`src/rtl/sweeper_pkg.sv`:
```
// Shared types and sizes for the truth-table sweeper and its hold timer.
package sweeper_pkg;

  typedef enum logic [1:0] {IDLE, RUN, DONE} state_t;

  localparam int N_VECTORS = 16;
  localparam int VEC_W     = 4;
  localparam int CNT_W     = 5;

  function automatic logic [N_VECTORS-1:0] put_bit(
    input logic [N_VECTORS-1:0] tbl,
    input logic [VEC_W-1:0]     idx,
    input logic                 b
  );
    logic [N_VECTORS-1:0] res;
    res      = tbl;
    res[idx] = b;
    return res;
  endfunction

endpackage

```
`src/rtl/truth_table_sweeper_if.sv`:
```
// Control/result bus between a sweep requester and the truth-table sweeper.
interface truth_table_sweeper_if;
  import sweeper_pkg::*;

  logic                 start;
  logic [N_VECTORS-1:0] expected;
  logic                 busy;
  logic                 done;
  logic                 pass;
  logic [N_VECTORS-1:0] table_out;
  logic [CNT_W-1:0]     mismatch_count;
  logic                 first_fail_valid;
  logic [VEC_W-1:0]     first_fail_idx;

  modport master (
    output start, expected,
    input  busy, done, pass, table_out, mismatch_count,
           first_fail_valid, first_fail_idx
  );

  modport slave (
    input  start, expected,
    output busy, done, pass, table_out, mismatch_count,
           first_fail_valid, first_fail_idx
  );

endinterface

```
`src/rtl/truth_table_sweeper_hold_timer.sv`:
```
// Per-vector hold counter; expire marks the last cycle a vector is driven.
module sweep_hold_timer #(
  parameter int HOLD_CYCLES = 4
) (
  input  logic clk,
  input  logic rst,
  input  logic clear,
  input  logic enable,
  output logic expire
);

  localparam int HC_W = (HOLD_CYCLES > 1) ? $clog2(HOLD_CYCLES) : 1;

  logic [HC_W-1:0] hold_cnt;

  assign expire = (hold_cnt == HC_W'(HOLD_CYCLES - 1));

  always_ff @(posedge clk) begin
    if (rst || clear) begin
      hold_cnt <= '0;
    end else if (enable) begin
      hold_cnt <= expire ? '0 : hold_cnt + 1'b1;
    end
  end

endmodule

```
`src/rtl/truth_table_sweeper.sv`:
```
// Drives all 16 input vectors into a 4-input logic block, captures S per
// vector and checks the captured truth table against a snapshotted reference.
module truth_table_sweeper
  import sweeper_pkg::*;
#(
  parameter int HOLD_CYCLES = 4
) (
  input  logic                   clk,
  input  logic                   rst,
  truth_table_sweeper_if.slave   bus,
  input  logic                   S,
  output logic                   X1,
  output logic                   X2,
  output logic                   X3,
  output logic                   X4
);

  state_t state, state_nx;
  logic   accept, capture, run, expire;

  logic [VEC_W-1:0]     idx;
  logic [N_VECTORS-1:0] snap;
  logic [N_VECTORS-1:0] table_q;
  logic [CNT_W-1:0]     mm_q;
  logic                 ffv_q;
  logic [VEC_W-1:0]     ffi_q;
  logic                 pass_q;

  logic                 miss;
  logic                 last_vec;
  logic [N_VECTORS-1:0] table_nx;
  logic [CNT_W-1:0]     mm_nx;

  assign run = (state == RUN);

  sweep_hold_timer #(.HOLD_CYCLES(HOLD_CYCLES)) u_hold_timer (
    .clk    (clk),
    .rst    (rst),
    .clear  (accept),
    .enable (run),
    .expire (expire)
  );

  always_ff @(posedge clk) begin
    if (rst) state <= IDLE;
    else     state <= state_nx;
  end

  always_comb begin
    state_nx = state;
    accept   = 1'b0;
    capture  = 1'b0;
    case (state)
      IDLE, DONE: begin
        if (bus.start) begin
          accept   = 1'b1;
          state_nx = RUN;
        end
      end
      RUN: begin
        if (expire) begin
          capture = 1'b1;
          if (last_vec) state_nx = DONE;
        end
      end
      default: state_nx = IDLE;
    endcase
  end

  // Next-state view of the results so the final sample is part of pass.
  assign last_vec = (idx == VEC_W'(N_VECTORS - 1));
  assign miss     = (S != snap[idx]);
  assign table_nx = put_bit(table_q, idx, S);
  assign mm_nx    = mm_q + {{(CNT_W-1){1'b0}}, miss};

  always_ff @(posedge clk) begin
    if (rst) begin
      idx     <= '0;
      snap    <= '0;
      table_q <= '0;
      mm_q    <= '0;
      ffv_q   <= 1'b0;
      ffi_q   <= '0;
      pass_q  <= 1'b0;
    end else if (accept) begin
      idx     <= '0;
      snap    <= bus.expected;
      table_q <= '0;
      mm_q    <= '0;
      ffv_q   <= 1'b0;
      ffi_q   <= '0;
      pass_q  <= 1'b0;
    end else if (capture) begin
      table_q <= table_nx;
      mm_q    <= mm_nx;
      if (miss && !ffv_q) begin
        ffv_q <= 1'b1;
        ffi_q <= idx;
      end
      if (last_vec) pass_q <= (table_nx == snap);
      else          idx    <= idx + 1'b1;
    end
  end

  // idx is a register and stays at 15 in DONE, so X needs no extra staging.
  assign {X4, X3, X2, X1}     = idx;
  assign bus.busy             = run;
  assign bus.done             = (state == DONE);
  assign bus.pass             = pass_q;
  assign bus.table_out        = table_q;
  assign bus.mismatch_count   = mm_q;
  assign bus.first_fail_valid = ffv_q;
  assign bus.first_fail_idx   = ffi_q;

endmodule

```
`src/flat_wrapper.sv`:
```
// flat-port wrapper written by rule: the top's interface ports become plain ports
module truth_table_sweeper_flat import sweeper_pkg::*;
#(
  parameter int HOLD_CYCLES = 4
)
  (clk, rst, S, X1, X2, X3, X4, bus_start, bus_expected, bus_busy, bus_done, bus_pass, bus_table_out, bus_mismatch_count, bus_first_fail_valid, bus_first_fail_idx);
  truth_table_sweeper_if bus_i ();
  input  logic clk;
  input  logic rst;
  input  logic S;
  output logic X1;
  output logic X2;
  output logic X3;
  output logic X4;
  input wire logic [$bits(bus_i.start)-1:0] bus_start;
  input wire logic [$bits(bus_i.expected)-1:0] bus_expected;
  output wire logic [$bits(bus_i.busy)-1:0] bus_busy;
  output wire logic [$bits(bus_i.done)-1:0] bus_done;
  output wire logic [$bits(bus_i.pass)-1:0] bus_pass;
  output wire logic [$bits(bus_i.table_out)-1:0] bus_table_out;
  output wire logic [$bits(bus_i.mismatch_count)-1:0] bus_mismatch_count;
  output wire logic [$bits(bus_i.first_fail_valid)-1:0] bus_first_fail_valid;
  output wire logic [$bits(bus_i.first_fail_idx)-1:0] bus_first_fail_idx;
  assign bus_i.start = bus_start;
  assign bus_i.expected = bus_expected;
  assign bus_busy = bus_i.busy;
  assign bus_done = bus_i.done;
  assign bus_pass = bus_i.pass;
  assign bus_table_out = bus_i.table_out;
  assign bus_mismatch_count = bus_i.mismatch_count;
  assign bus_first_fail_valid = bus_i.first_fail_valid;
  assign bus_first_fail_idx = bus_i.first_fail_idx;
  truth_table_sweeper #(.HOLD_CYCLES(HOLD_CYCLES)) u_core (.clk(clk), .rst(rst), .bus(bus_i), .S(S), .X1(X1), .X2(X2), .X3(X3), .X4(X4));
endmodule
```
`config.mk`:
```
export PLATFORM = sky130hd
export DESIGN_NAME = truth_table_sweeper_flat
export DESIGN_NICKNAME = d
export VERILOG_FILES = /design/src/rtl/sweeper_pkg.sv /design/src/rtl/truth_table_sweeper_if.sv /design/src/rtl/truth_table_sweeper_hold_timer.sv /design/src/rtl/truth_table_sweeper.sv /design/src/flat_wrapper.sv
export SDC_FILE = /design/constraint.sdc
export NUM_CORES = 1
export LEC_CHECK = 0
export CAP_MARGIN = 15
export CORE_UTILIZATION = 53
export CTS_CLUSTER_DIAMETER = 50
export DETAILED_ROUTE_END_ITERATION = 8
export PLACE_DENSITY = 0.81
export SYNTH_ARGS = -nofsm -noshare
export SYNTH_HDL_FRONTEND = slang
export SYNTH_HIERARCHICAL = 1
export SYNTH_SLANG_ARGS = --single-unit
```
`constraint.sdc`:
```
create_clock -name clk -period 2.8 [get_ports clk]
set_input_delay 0.56 -clock clk [delete_from_list [all_inputs] [get_ports clk]]
set_output_delay 0.56 -clock clk [all_outputs]
set_load 0.02 [all_outputs]
```
==> impl_metrics.env <==
export IMPL_cpPeakStageDelay_ps=540
export IMPL_cts_tree="yes"
export IMPL_max_clock_path_buffers=2
export IMPL_rr_worst_depth=8
export IMPL_via_per_inst=5.883
export IMPL_required_ps=3060
export IMPL_grt_max_degree=27
export IMPL_crit_path_frequent_cell="or4_1"
export IMPL_h_tree_depth=2
export IMPL_totalWireLength_um=8659
export IMPL_p_per_area_nw_per_um2=367.7
export IMPL_status="complete, no violations"
export IMPL_avgRoutedWirePerCell_um=17.53
export IMPL_grt_ovfl_total=0
export IMPL_cp_slowest_cell="or4_1"
export IMPL_core_um2=5205
export IMPL_maxCapViolCount=0
export IMPL_die_x_um=76.20
export IMPL_rrSetupSlack_ps=120
export IMPL_min_path_cells=2
export IMPL_ant_nets=0
export IMPL_tightest_slew_ps=549.5
export IMPL_cp_start_kind="flop"
export IMPL_synth_area_top_cells="dfxtp_1, nand2_1, a21oi_1"
export IMPL_hold_slack_ps=460.8
export IMPL_place_area_um2=3690
export IMPL_post_route_period_util_pct=95.88
export IMPL_antenna_found_initial=0
export IMPL_r2r_end="u_core/bus.pass$_SDFFE_PP0P_"
export IMPL_end_kind="flop"
export IMPL_syn_nets=379
export IMPL_dieArea_um2=5806
export IMPL_clk_insertion_delay_late_ps=310
export IMPL_cts_sinks=51
export IMPL_slew_headroom_pct=63.29
export IMPL_timing_rr_start="u_core/idx[0]$_SDFFE_PP0P_"
export IMPL_p_leak_nw=1.489
export IMPL_drtPass1Iterations=5
export IMPL_slew_viol_final=0
export IMPL_drcViolationCount=0
export IMPL_period_needed_ps=2685
export IMPL_vdd_drop_max_v=0.0003700
export IMPL_crit_path_cell_trace="inv_1 > ha_1 > nor3b_2 > o2bb2ai_1 > or4_1 > or4_1 > nor4_1 > a31o_1"
export IMPL_rows=26
export IMPL_yosys_area_top_type="dfxtp_1"
export IMPL_synth_seq_area_share_pct=34.99
export IMPL_grt_usage_pct=30.76
export IMPL_ys_flop_type="dfxtp_1"
export IMPL_drt_iter0_markers=268
export IMPL_hold_viol=0
export IMPL_dpl_hpwl_um=6638
export IMPL_rsz0062_at_grt="no"
export IMPL_cts_root_buffer="clkbuf_8"
export IMPL_cp_max_fo=7
export IMPL_grt_pass1_vias=2543
export IMPL_initial_utilization_pct=56.06
export IMPL_netlist_instances=352
export IMPL_fin_area_um2=3779
export IMPL_syn_mean_instance_area_um2=8.289
export IMPL_cts_buffers=5
export IMPL_areaGrowthSynthToFinish_pct=29.50
export IMPL_finalSetupViolations=0
export IMPL_ys_seq_elements=51
export IMPL_yosysTopAreaCellShare_pct=34.99
export IMPL_gp_congestion=1.011
export IMPL_nets=450
export IMPL_min_path_type="reg -> reg"
export IMPL_hp_start="u_core/bus.first_fail_idx[1]$_SDFFE_PP0P_"
export IMPL_io_pins=53
export IMPL_min_to="u_core/bus.first_fail_idx[1]$_SDFFE_PP0P_"
export IMPL_synth_edff_count=0
export IMPL_grt_pass1_wl_um=13810
export IMPL_drive_above_1_share_pct=13.68
export IMPL_routed_via_count=2906
export IMPL_worstSetupPathType="reg -> reg"
export IMPL_fin_setup_tns_ps=0
export IMPL_synth_cell_types=50
export IMPL_fin_skew_ps=9.988
export IMPL_synthArstFlopShare_pct=0
export IMPL_num_antenna_cells=0
export IMPL_fmax_mhz=372.5
export IMPL_syn_area_um2=2918
export IMPL_arrival_ps=2950
export IMPL_yosysWarnings=6
export IMPL_die_h_um=76.20
export IMPL_clk_pin_slew_ps=100
export IMPL_portBuffers=52
## state kept, by name, summed over array words and instances (netlist names), 2 cells and up
| register | count |
|---|---|
| u_core/bus.first_fail_idx | 4 |
| u_core/bus.mismatch_count | 5 |
| u_core/bus.table_out | 16 |
| u_core/idx | 4 |
| u_core/snap | 16 |
| u_core/state | 2 |
| u_core/u_hold_timer/hold_cnt | 2 |
## report_power, final
part           internal (W)  total [W]  switching [W]
combinational     0.0000930   0.000191      0.0000981
clock              0.000177   0.000439       0.000262
sequential         0.000741   0.000759      0.0000177
## per-layer routing
layer / track usage, % / vias up / part of all wire (%)
met3: 5.988 / 31 / 8.3
met1: 42.31 / 1349 / 43
met4: 12.50 / 0 / 3.4
met5: 0 / - / 0
li1: - / 1381 / -
met2: 47.36 / 145 / 45
## cell usage in the layout (no fill, tap or decap), types with 2 or more instances in the layout
| master | instances |
|---|---|
| mux2i_1 | 16 |
| clkinv_2 | 2 |
| o2bb2ai_1 | 5 |
| o21ai_0 | 3 |
| o211ai_1 | 2 |
| mux4_2 | 7 |
| nand3b_1 | 5 |
| nor3_1 | 5 |
| and2_1 | 2 |
| clkbuf_8 | 5 |
| dfxtp_1 | 50 |
| nand3_1 | 11 |
| or4_1 | 2 |
| a21oi_1 | 35 |
| nand2_1 | 58 |
| or3_1 | 2 |
| buf_4 | 35 |
| nand4_1 | 8 |
| xor2_1 | 8 |
| nand2b_1 | 10 |
| o21ai_1 | 6 |
| nor2_1 | 27 |
| nor3b_2 | 2 |
| a31oi_1 | 2 |
| a22oi_1 | 2 |
| xnor2_1 | 12 |
| a311oi_1 | 2 |
| o22ai_1 | 5 |
| inv_2 | 2 |
| inv_1 | 9 |
| clkdlybuf4s50_1 | 52 |
| ha_1 | 7 |
| nor2b_1 | 6 |
| and4_1 | 2 |
## cell families after synthesis
| kind of cell | after synthesis | share of synthesized area, % |
|---|---|---|
| adders and majority gates | 7 | 3.002 |
| buffers and inverters | 35 | 5.489 |
| AOI/OAI and AO/OA | 69 | 14.37 |
| xor gates and xnor gates | 20 | 6.003 |
| DFF | 51 | 34.99 |
| muxes | 23 | 10.89 |
| and+or+nand+nor | 147 | 25.26 |
## how the worst max path moves through the flow
stage	from	to	slack (ps)
after floorplan	u_core/idx[1]$_SDFFE_PP0P_	u_core/bus.pass$_SDFFE_PP0P_	140
after global placement	u_core/idx[0]$_SDFFE_PP0P_	u_core/bus.pass$_SDFFE_PP0P_	190
after detailed placement	u_core/idx[2]$_SDFFE_PP0P_	u_core/bus.mismatch_count[4]$_SDFFE_PP0P_	100
after CTS	u_core/idx[2]$_SDFFE_PP0P_	u_core/bus.mismatch_count[4]$_SDFFE_PP0P_	90
after global routing	u_core/idx[0]$_SDFFE_PP0P_	u_core/bus.pass$_SDFFE_PP0P_	1
final	u_core/idx[0]$_SDFFE_PP0P_	u_core/bus.pass$_SDFFE_PP0P_	120
## stage by stage
step	utilization (%)	setup slack, ps	power (W)	cells
CTS	72.57	88.27	0.001388	494
detailed placement	70.89	96.70	0.0009629	486
floorplan	-	141.3	0.0008747	352
global placement	70.89	190.9	0.0009610	486
global route	72.60	1.117	0.001442	494
finish	72.60	115.2	0.001389	494
## layout make-up
type                    count  area [um2]
multi-input cells         266        1737
fillers                   434        1426
flip-flops and latches     51        1022
repair buffers             88       803.3
well taps                  70       87.58
clock buffers               5       68.82
inverters                  11       41.29
clock inverters             3       18.77
## what timing repair did
action,in CTS,in global routing
buffers inserted,0,0
gates resized for setup,0,1
setup endpoints to repair,0,2
hold buffers,0,0
hold endpoints to repair,0,0
## worst max-delay path, delay by kind of cell (launching register included)
kind | cells | cell delay, ps
buffers and inverters | 1 | 180
and+or+nand+nor | 4 | 1540
AOI/OAI and AO/OA | 2 | 200
adders and majority gates | 1 | 320
DFF | 1 | 390
## Yosys cell counts (6+ instances only)
master	number
nand4_1	8
nor2b_1	6
o21ai_1	6
a21oi_1	35
xor2_1	8
nand2_1	58
xnor2_1	12
clkbuf_1	13
mux2i_1	16
nand2b_1	10
ha_1	7
mux4_2	7
nand3_1	11
nor2_1	27
dfxtp_1	51
inv_1	9
Power figures use the tool's default switching activity.
